## src/rtl/alu_arbiter.sv

```systemverilog
// alu_arbiter: round-robin arbiter/sequencer sharing one alu_register among
// NUM_REQ requesters, one operation in flight, result returned over a
// valid/ready response channel tagged with the owning requester index.
// Build option: define ALU_ARB_FIXED_PRIO_EN to replace round-robin with
// fixed lowest-index-wins priority (no pointer register in that build).
module alu_arbiter #(
    parameter int unsigned WIDTH   = 8,
    parameter int unsigned NUM_REQ = 4,
    parameter int unsigned ALU_LAT = 1,
    parameter int unsigned IDW     = 2
) (
    input  logic                       clk_i,
    input  logic                       rst_i,
    input  logic [NUM_REQ-1:0]         req_valid_i,
    output logic [NUM_REQ-1:0]         req_ready_o,
    input  logic [NUM_REQ*WIDTH-1:0]   req_first_i,
    input  logic [NUM_REQ*WIDTH-1:0]   req_second_i,
    input  logic [NUM_REQ*3-1:0]       req_opcode_i,
    output logic [WIDTH-1:0]           alu_first_o,
    output logic [WIDTH-1:0]           alu_second_o,
    output logic [2:0]                 alu_opcode_o,
    input  logic [WIDTH-1:0]           alu_result_i,
    output logic                       resp_valid_o,
    input  logic                       resp_ready_i,
    output logic [WIDTH-1:0]           resp_data_o,
    output logic [IDW-1:0]             resp_id_o,
    output logic                       busy_o
);

    localparam int unsigned CNTW = (ALU_LAT > 1) ? $clog2(ALU_LAT + 1) : 1;

    typedef enum logic [1:0] {
        ST_IDLE    = 2'd0,
        ST_WAIT    = 2'd1,
        ST_CAPTURE = 2'd2,
        ST_RESP    = 2'd3
    } state_t;

    state_t             r_state;
    logic [CNTW-1:0]    r_cnt;
    logic [WIDTH-1:0]   r_alu_first;
    logic [WIDTH-1:0]   r_alu_second;
    logic [2:0]         r_alu_opcode;
    logic               r_resp_valid;
    logic [WIDTH-1:0]   r_resp_data;
    logic [IDW-1:0]     r_resp_id;
    logic               r_busy;

    logic               w_found;
    logic [IDW-1:0]     w_gidx;
    logic [NUM_REQ-1:0] w_grant;
    logic               w_xfer;

`ifdef ALU_ARB_FIXED_PRIO_EN
    // Fixed priority: lowest-index valid requester wins.
    always_comb begin
        w_found = 1'b0;
        w_gidx  = '0;
        for (int i = 0; i < int'(NUM_REQ); i++) begin
            if (!w_found && req_valid_i[i]) begin
                w_found = 1'b1;
                w_gidx  = IDW'(i);
            end
        end
    end
`else
    logic [IDW-1:0] r_ptr;
    logic [IDW:0]   w_idx;

    // Round-robin: search from r_ptr+1 upward, wrapping modulo NUM_REQ.
    always_comb begin
        w_found = 1'b0;
        w_gidx  = '0;
        w_idx   = '0;
        for (int i = 0; i < int'(NUM_REQ); i++) begin
            w_idx = {1'b0, r_ptr} + (IDW+1)'(i + 1);
            if (w_idx >= (IDW+1)'(NUM_REQ)) begin
                w_idx = w_idx - (IDW+1)'(NUM_REQ);
            end
            if (!w_found && req_valid_i[w_idx[IDW-1:0]]) begin
                w_found = 1'b1;
                w_gidx  = w_idx[IDW-1:0];
            end
        end
    end
`endif

    // One-hot grant, offered only in IDLE and never while reset is held.
    always_comb begin
        w_grant = '0;
        if (w_found) begin
            w_grant = NUM_REQ'(1) << w_gidx;
        end
        req_ready_o = '0;
        if (rst_i && (r_state == ST_IDLE)) begin
            req_ready_o = w_grant;
        end
        w_xfer = rst_i && (r_state == ST_IDLE) && w_found;
    end

    // Sequencer FSM: grant, wait ALU latency, capture result, hold response.
    always_ff @(posedge clk_i) begin
        if (!rst_i) begin
            r_state      <= ST_IDLE;
            r_cnt        <= '0;
            r_alu_first  <= '0;
            r_alu_second <= '0;
            r_alu_opcode <= '0;
            r_resp_valid <= 1'b0;
            r_resp_data  <= '0;
            r_resp_id    <= '0;
            r_busy       <= 1'b0;
`ifndef ALU_ARB_FIXED_PRIO_EN
            r_ptr        <= IDW'(NUM_REQ - 1);
`endif
        end else begin
            case (r_state)
                ST_IDLE: begin
                    if (w_xfer) begin
                        r_alu_first  <= req_first_i[w_gidx*WIDTH +: WIDTH];
                        r_alu_second <= req_second_i[w_gidx*WIDTH +: WIDTH];
                        r_alu_opcode <= req_opcode_i[w_gidx*3 +: 3];
                        r_resp_id    <= w_gidx;
                        r_cnt        <= CNTW'(ALU_LAT);
                        r_state      <= ST_WAIT;
                        r_busy       <= 1'b1;
`ifndef ALU_ARB_FIXED_PRIO_EN
                        r_ptr        <= w_gidx;
`endif
                    end
                end
                ST_WAIT: begin
                    if (r_cnt <= CNTW'(1)) begin
                        r_state <= ST_CAPTURE;
                    end else begin
                        r_cnt <= r_cnt - CNTW'(1);
                    end
                end
                ST_CAPTURE: begin
                    r_resp_data  <= alu_result_i;
                    r_resp_valid <= 1'b1;
                    r_state      <= ST_RESP;
                end
                ST_RESP: begin
                    if (resp_ready_i) begin
                        r_resp_valid <= 1'b0;
                        r_busy       <= 1'b0;
                        r_state      <= ST_IDLE;
                    end
                end
                default: begin
                    r_state <= ST_IDLE;
                    r_busy  <= 1'b0;
                end
            endcase
        end
    end

    assign alu_first_o  = r_alu_first;
    assign alu_second_o = r_alu_second;
    assign alu_opcode_o = r_alu_opcode;
    assign resp_valid_o = r_resp_valid;
    assign resp_data_o  = r_resp_data;
    assign resp_id_o    = r_resp_id;
    assign busy_o       = r_busy;

endmodule

```

## config.mk

```make
export PLATFORM = sky130hd
export DESIGN_NAME = alu_arbiter
export DESIGN_NICKNAME = d
export VERILOG_FILES = /design/src/rtl/alu_arbiter.sv
export SDC_FILE = /design/constraint.sdc
export NUM_CORES = 1
export LEC_CHECK = 0
export CAP_MARGIN = 20
export CORE_ASPECT_RATIO = 1.5
export CORE_UTILIZATION = 40
export DETAILED_ROUTE_END_ITERATION = 8
export PLACE_DENSITY = 0.89
export SLEW_MARGIN = 0
export SYNTH_ARGS = -nofsm -noshare
export SYNTH_HDL_FRONTEND = slang
export SYNTH_SLANG_ARGS = --single-unit
```

## constraint.sdc

```tcl
create_clock -name clk_i -period 3 [get_ports clk_i]
set_input_delay 0.3 -clock clk_i [delete_from_list [all_inputs] [get_ports clk_i]]
set_output_delay 0.3 -clock clk_i [all_outputs]
set_load 0.02 [all_outputs]
```

==> results.cfg, run 1 <==
[floorplanning]
rows = 31
die-area_um2 = 5370
coreArea_um2 = 4850
pin_count = 126
die_y_um = 89.3
die_width_um = 60.2
start_util_pct = 41.9

[global_route]
grt_pass1_vias = 2102
grt_use_total_pct = 24.1
grt_max_degree = 26
antenna_found_initial = 0
grt_overflow = 0
grt_first_pass_wirelength_um = 9530

[synthesis]
yosys.area.top_type = dfxtp_1
synthFlopType = dfxtp_1
synth_edf_count = 0
synth_area_um2 = 2030
yosysTopAreaCellShare_pct = 34.5
ys_seq_elements = 35
synth-async-reset-ratio_pct = 0
synth_cells = 221
synthesis.nets = 316
synth_cell_type_count = 32
avgSynthCellArea_um2 = 9.19
yosysWarnings = 0
synth_area_leaders = dfxtp_1 (34%), mux2i_1 (20%), a211oi_2 (5.5%)
yosysSeqAreaShare_pct = 34.5

[sta]
fin_setup_tns_ns = 0
tightest_slew_ns = 0.578
max_slew_margin_pct = 61.4
setup_violations = 0
clock.fmax_mhz = 356
rsz0062_at_grt = false
hold_viol = 0
fin_crit_ns = 2.81
final-max-slew-violation-count = 0
finalCritPeriodShare_pct = 93.6
skew_ns = 0.00830

[place]
gp_congestion = 0.876
place_inst = 402
dp_hpwl_um = 4940
port_buffers = 125

[detailed_routing]
dr_total_vias = 2191
vias_per_cell = 5.36
finalWirelength_um = 6430
postRouteAntennaNets = 0
drc = 0
drt-initial-drc-count = 61
routedWlPerCell_um = 15.7
firstDrtPassIters = 4

[setup_path]
critPathKind = primary input to output pin
worst_path_largest_cell_delay_ns = 0.58
critPathRequiredTime_ns = 2.70
crit_path_cell_trace = clkdlybuf4s50_1 > or4_4 > and2_4 > nand3_1 > nor2_1 > clkdlybuf4s50_1
cp.arrival_ns = 2.51
crit_fanout = 18
reg2reg_from = r_ptr[0]
start_kind = primary input
crit_path_frequent_cell = clkdlybuf4s50_1
cp_slowest_cell = or4_4
cp-end-kind = output pin
r2r_cells = 7
critPathLaunch = req_valid_i[1]

[clock_network]
postCtsSetupBuffers = 0
cts_made_buffers = 5
cts-hold-fix-buffers = 0
clockBufferDepth = 2
clock-sinks = 35
clock_latency_ns = 0.29
h-tree-depth = 2
clockRootBuffer = clkbuf_8
cts.reportedPaths.clkPinSlew_ns = 0.07
cts_tree = built
cts_resized = 0

[finish]
area_delta_synth_final_pct = 69.2
final_layout_size_suffix_gt1_share_pct = 8.45
final_nets = 438
fin_cells = 409
n_fill_cell = 374
diodes = 0

[run]
drv_cap = 0

[power]
power_density_nw_per_um2 = 784
vdd_ir_drop_max_mv = 0.396
power_leakage_nw = 1.39

[min_path]
min-delay-start = alu_first_o[7]
min_path_cells = 2
worstHoldPathType = flop to flop

[status]
status = finished clean
cell usage in the layout, fill, tap and decap left out:
| master | instances |
|---|---|
| inv_1 | 14 |
| clkbuf_1 | 1 |
| and3_4 | 1 |
| clkdlybuf4s50_1 | 125 |
| mux2i_1 | 40 |
| clkbuf_8 | 5 |
| o21ai_0 | 13 |
| and2_4 | 1 |
| dfxtp_1 | 35 |
| o221ai_1 | 10 |
| a21oi_1 | 4 |
| o211a_1 | 1 |
| nand3_1 | 2 |
| and2_1 | 1 |
| nor2_1 | 9 |
| or4_4 | 1 |
| ha_1 | 4 |
| o22ai_1 | 1 |
| a21o_1 | 1 |
| a211oi_1 | 9 |
| and3_1 | 1 |
| nand2b_1 | 2 |
| o211ai_2 | 1 |
| o21ai_1 | 1 |
| a21boi_1 | 1 |
| bufinv_16 | 1 |
| buf_12 | 1 |
| nand2_1 | 15 |
| o21ai_2 | 1 |
| buf_4 | 7 |
| and3_2 | 1 |
| a31oi_1 | 9 |
| nor2b_1 | 15 |
| a211oi_2 | 9 |
per-stage QoR:
step	setup WS, ns	utilization, %	area [um2]	power (mW)	hold WS, ns
after floorplan	1.17	-	2030	1.65	0.458
after global placement	0.240	68.8	3330	2.25	0.442
after detailed placement	0.207	68.8	3330	2.28	0.454
after CTS	0.203	70.9	3440	2.70	0.470
after global routing	0.0504	70.9	3440	2.83	0.507
final	0.192	70.9	3440	2.69	0.471
critical path, delay by kind of cell:
| family | cells | cell delay [ns] |
|---|---|---|
| buffers and inverters | 2 | 1.04 |
| and+or+nand+nor | 4 | 1.17 |
worst paths after layout:
path,endpoint,slack [ns]
setup / recovery,req_ready_o[3],0.19
hold / removal,alu_first_o[7],0.47
setup reg to reg,alu_opcode_o[2],1.07
hold reg to reg,alu_first_o[7],0.47
area by class of cell:
cell class                      count  area [um2]  area share (%)
Sequential cell                    35         701            20.4
Tap cell                           66        82.6            2.40
Clock inverter                      1        30.0           0.874
Inverter                           14        52.6            1.53
Timing Repair Buffer              133        1320            38.5
Multi-Input combinational cell    154        1170            34.2
Clock buffer                        6        72.6            2.11
state kept, by name, summed over array words and instances, names as in the netlist:
name          flops
resp_id_o         2
alu_first_o       8
resp_data_o       8
r_state           2
resp_valid_o      1
r_ptr             2
alu_second_o      8
busy_o            1
alu_opcode_o      3
cell usage after synthesis, drive strengths merged (2+ instances only):
master / n
and3: 3
o21ai: 15
nor2b: 15
a31oi: 9
inv: 14
o221ai: 10
nand3: 2
nor2: 9
mux2i: 40
a211oi: 18
buf: 10
and2: 2
dfxtp: 35
clkbuf: 8
nand2: 15
nand2b: 2
ha: 4
a21oi: 4
routing by layer:
layer / vias up / global-route usage (%) / share of wire [%]
met3: 24 / 6.08 / 8.4
li1: 1037 / - / -
met4: 0 / 12.5 / 3.3
met1: 1004 / 23.9 / 36
met2: 126 / 44.7 / 52
met5: - / 0 / 0
logic make-up after synthesis:
| kind of cell | share of synthesized area, % |
|---|---|
| adders and majority gates | 2.46 |
| buffers and inverters | 7.76 |
| DFF | 34.5 |
| AOI/OAI and AO/OA | 23.0 |
| muxes | 19.7 |
| and+or+nand+nor | 12.6 |
power breakdown:
part	internal, mW	total (mW)	leakage [nW]	switching [mW]
sequential	0.661	0.776	0.289	0.115
combinational	0.740	1.50	1.05	0.762
clock	0.244	0.417	0.0513	0.173
Note: power is estimated with default switching activity, not from simulation.
==> run 2: changes to the inputs <==
--- a/config.mk
+++ b/config.mk
@@ -7,9 +7,9 @@
 export LEC_CHECK = 0
 export CAP_MARGIN = 20
 export CORE_ASPECT_RATIO = 1.5
-export CORE_UTILIZATION = 40
+export CORE_UTILIZATION = 37
 export DETAILED_ROUTE_END_ITERATION = 8
-export PLACE_DENSITY = 0.89
+export PLACE_DENSITY = 0.84
 export SLEW_MARGIN = 0
 export SYNTH_ARGS = -nofsm -noshare
 export SYNTH_HDL_FRONTEND = slang
==> constraint.sdc (replaced) <==
create_clock -name clk_i -period 3.2 [get_ports clk_i]
set_input_delay 0.32 -clock clk_i [delete_from_list [all_inputs] [get_ports clk_i]]
set_output_delay 0.32 -clock clk_i [all_outputs]
set_load 0.02 [all_outputs]
==> run 2 against run 1 <==
Count of clock-buffer cells in the layout fell by 1; largest cell class unchanged; cell count rose by 0.98%; via count fell by 4.0%; critical path depth did not move; register-to-register slack improved by 0.13 ns; combinational power fell by 7%; clock power fell by 27%; largest power group unchanged; sequential cell count did not move; design area fell by 0.25%; critical path type unchanged; wire length fell by 8.3%.
==> results.cfg, run 2 (synthesis results as in run 1) <==
[finish]
layout_common_cells = clkdlybuf4s50_1 (125), mux2i_1 (40), dfxtp_1 (35), nor2b_1 (15), nand2_1 (15)
diodes = 0
final_nets = 439
layout.area.seq_um2 = 701
area_delta_synth_final_pct = 68.7
n_fill_cell = 450
final_layout_size_suffix_gt1_share_pct = 9.28
final_area_um2 = 3430
multi_input_area_um2 = 1170
layout_commonest_cell = clkdlybuf4s50_1

[detailed_routing]
wl_met1_um = 2260
wl_met2_um = 3080
dr_total_vias = 2103
routedWlPerCell_um = 14.3
drc = 0
vias_per_cell = 5.09
dr.max_layer_used = met4
firstDrtPassIters = 4
postRouteAntennaNets = 0
wl_met3_um = 418
drt-initial-drc-count = 64
finalWirelength_um = 5900

[clock_network]
clock-sinks = 35
clock_latency_ns = 0.29
cts-hold-fix-buffers = 0
postCtsSetupBuffers = 0
cts_tree = built
cts_made_buffers = 5
clockBufferDepth = 2
cts.reportedPaths.clkPinSlew_ns = 0.07
clockRootBuffer = clkbuf_8
cts_resized = 0
h-tree-depth = 2

[place]
postPlaceCellArea_um2 = 3340
dp_hpwl_um = 4610
gp_congestion = 0.795
port_buffers = 125

[sta]
finalCritPeriodShare_pct = 83.7
rsz0062_at_grt = false
setup_violations = 0
hold_slack_ns = 0.464
tightest_slew_ns = 0.572
final-max-slew-violation-count = 0
clock.fmax_mhz = 373
fin_crit_ns = 2.68
fin_setup_tns_ns = 0
skew_ns = 0.00455
max_slew_margin_pct = 61.9
hold_viol = 0

[global_route]
grt_pass1_vias = 2092
grt_use_total_pct = 20.8
grt_first_pass_wirelength_um = 9540
grt_max_degree = 26
grt_overflow = 0
antenna_found_initial = 0

[min_path]
worstHoldPathType = flop to flop

[run]
drv_cap = 0

[floorplanning]
rows = 32
start_util_pct = 39.0
die_width_um = 62.5
die_y_um = 92.8
coreArea_um2 = 5200
die-area_um2 = 5800
pin_count = 126

[power]
power_leakage_nw = 1.39
power_density_nw_per_um2 = 709
vdd_ir_drop_max_mv = 0.369
total_power_mw = 2.43

[setup_path]
critPathRequiredTime_ns = 2.88
critPathKind = primary input to output pin
crit_fanout = 18
cp-end-kind = output pin
start_kind = primary input
cp.arrival_ns = 2.36

[status]
status = finished clean
==> run 2: changes by cell type in the layout (fill, tap and decap cells not counted) <==
| cell | delta |
|---|---|
| buf_4 | +1 |
| bufinv_16 | -1 |
| clkbuf_1 | -1 |
| clkinv_2 | +3 |
==> run 2: worst paths after layout <==
| path | start | endpoint | slack (ns) | depth (start not counted) |
|---|---|---|---|---|
| setup / recovery | req_valid_i[1] | req_ready_o[3] | 0.52 | 6 |
| hold / removal | alu_second_o[6] | alu_second_o[6] | 0.46 | 2 |
| setup reg to reg | r_ptr[0] | alu_opcode_o[2] | 1.20 | 7 |
| hold reg to reg | alu_second_o[6] | alu_second_o[6] | 0.46 | 2 |
==> run 2: where the power goes <==
group | switching [mW] | total [mW] | internal, mW | leakage [nW]
clock network | 0.157 | 0.306 | 0.149 | 0.0477
logic | 0.703 | 1.40 | 0.699 | 1.05
registers | 0.103 | 0.723 | 0.620 | 0.289
total | 0.963 | 2.43 | 1.47 | 1.39
==> run 2: layout make-up <==
class	instances	area share [%]
repair buffers	134	38.8
clock inverters	3	0.438
flip-flops and latches	35	20.4
well taps	68	2.48
inverters	14	1.53
clock buffers	5	2.01
multi-input cells	154	34.3
==> run 2: critical path, cell delays in order <==
cell             delay [ns]
clkdlybuf4s50_1        0.48
or4_4                  0.57
and2_4                 0.24
nand3_1                0.15
nor2_1                 0.05
clkdlybuf4s50_1        0.53
==> run 2: routing by layer <==
layer	global-route usage, %	up-vias
met1	21.8	951
met4	8.53	0
met2	38.7	91
li1	-	1049
met5	0	-
met3	5.42	12
==> run 2: metrics by stage <==
step / cells / utilization [%] / setup WS, ns
2_1_floorplan: 221 / - / 1.33
3_3_place_gp: 405 / 64.3 / 0.531
3_5_place_dp: 405 / 64.3 / 0.513
4_1_cts: 413 / 65.9 / 0.518
5_1_grt: 413 / 65.9 / 0.391
6_report: 413 / 65.9 / 0.521
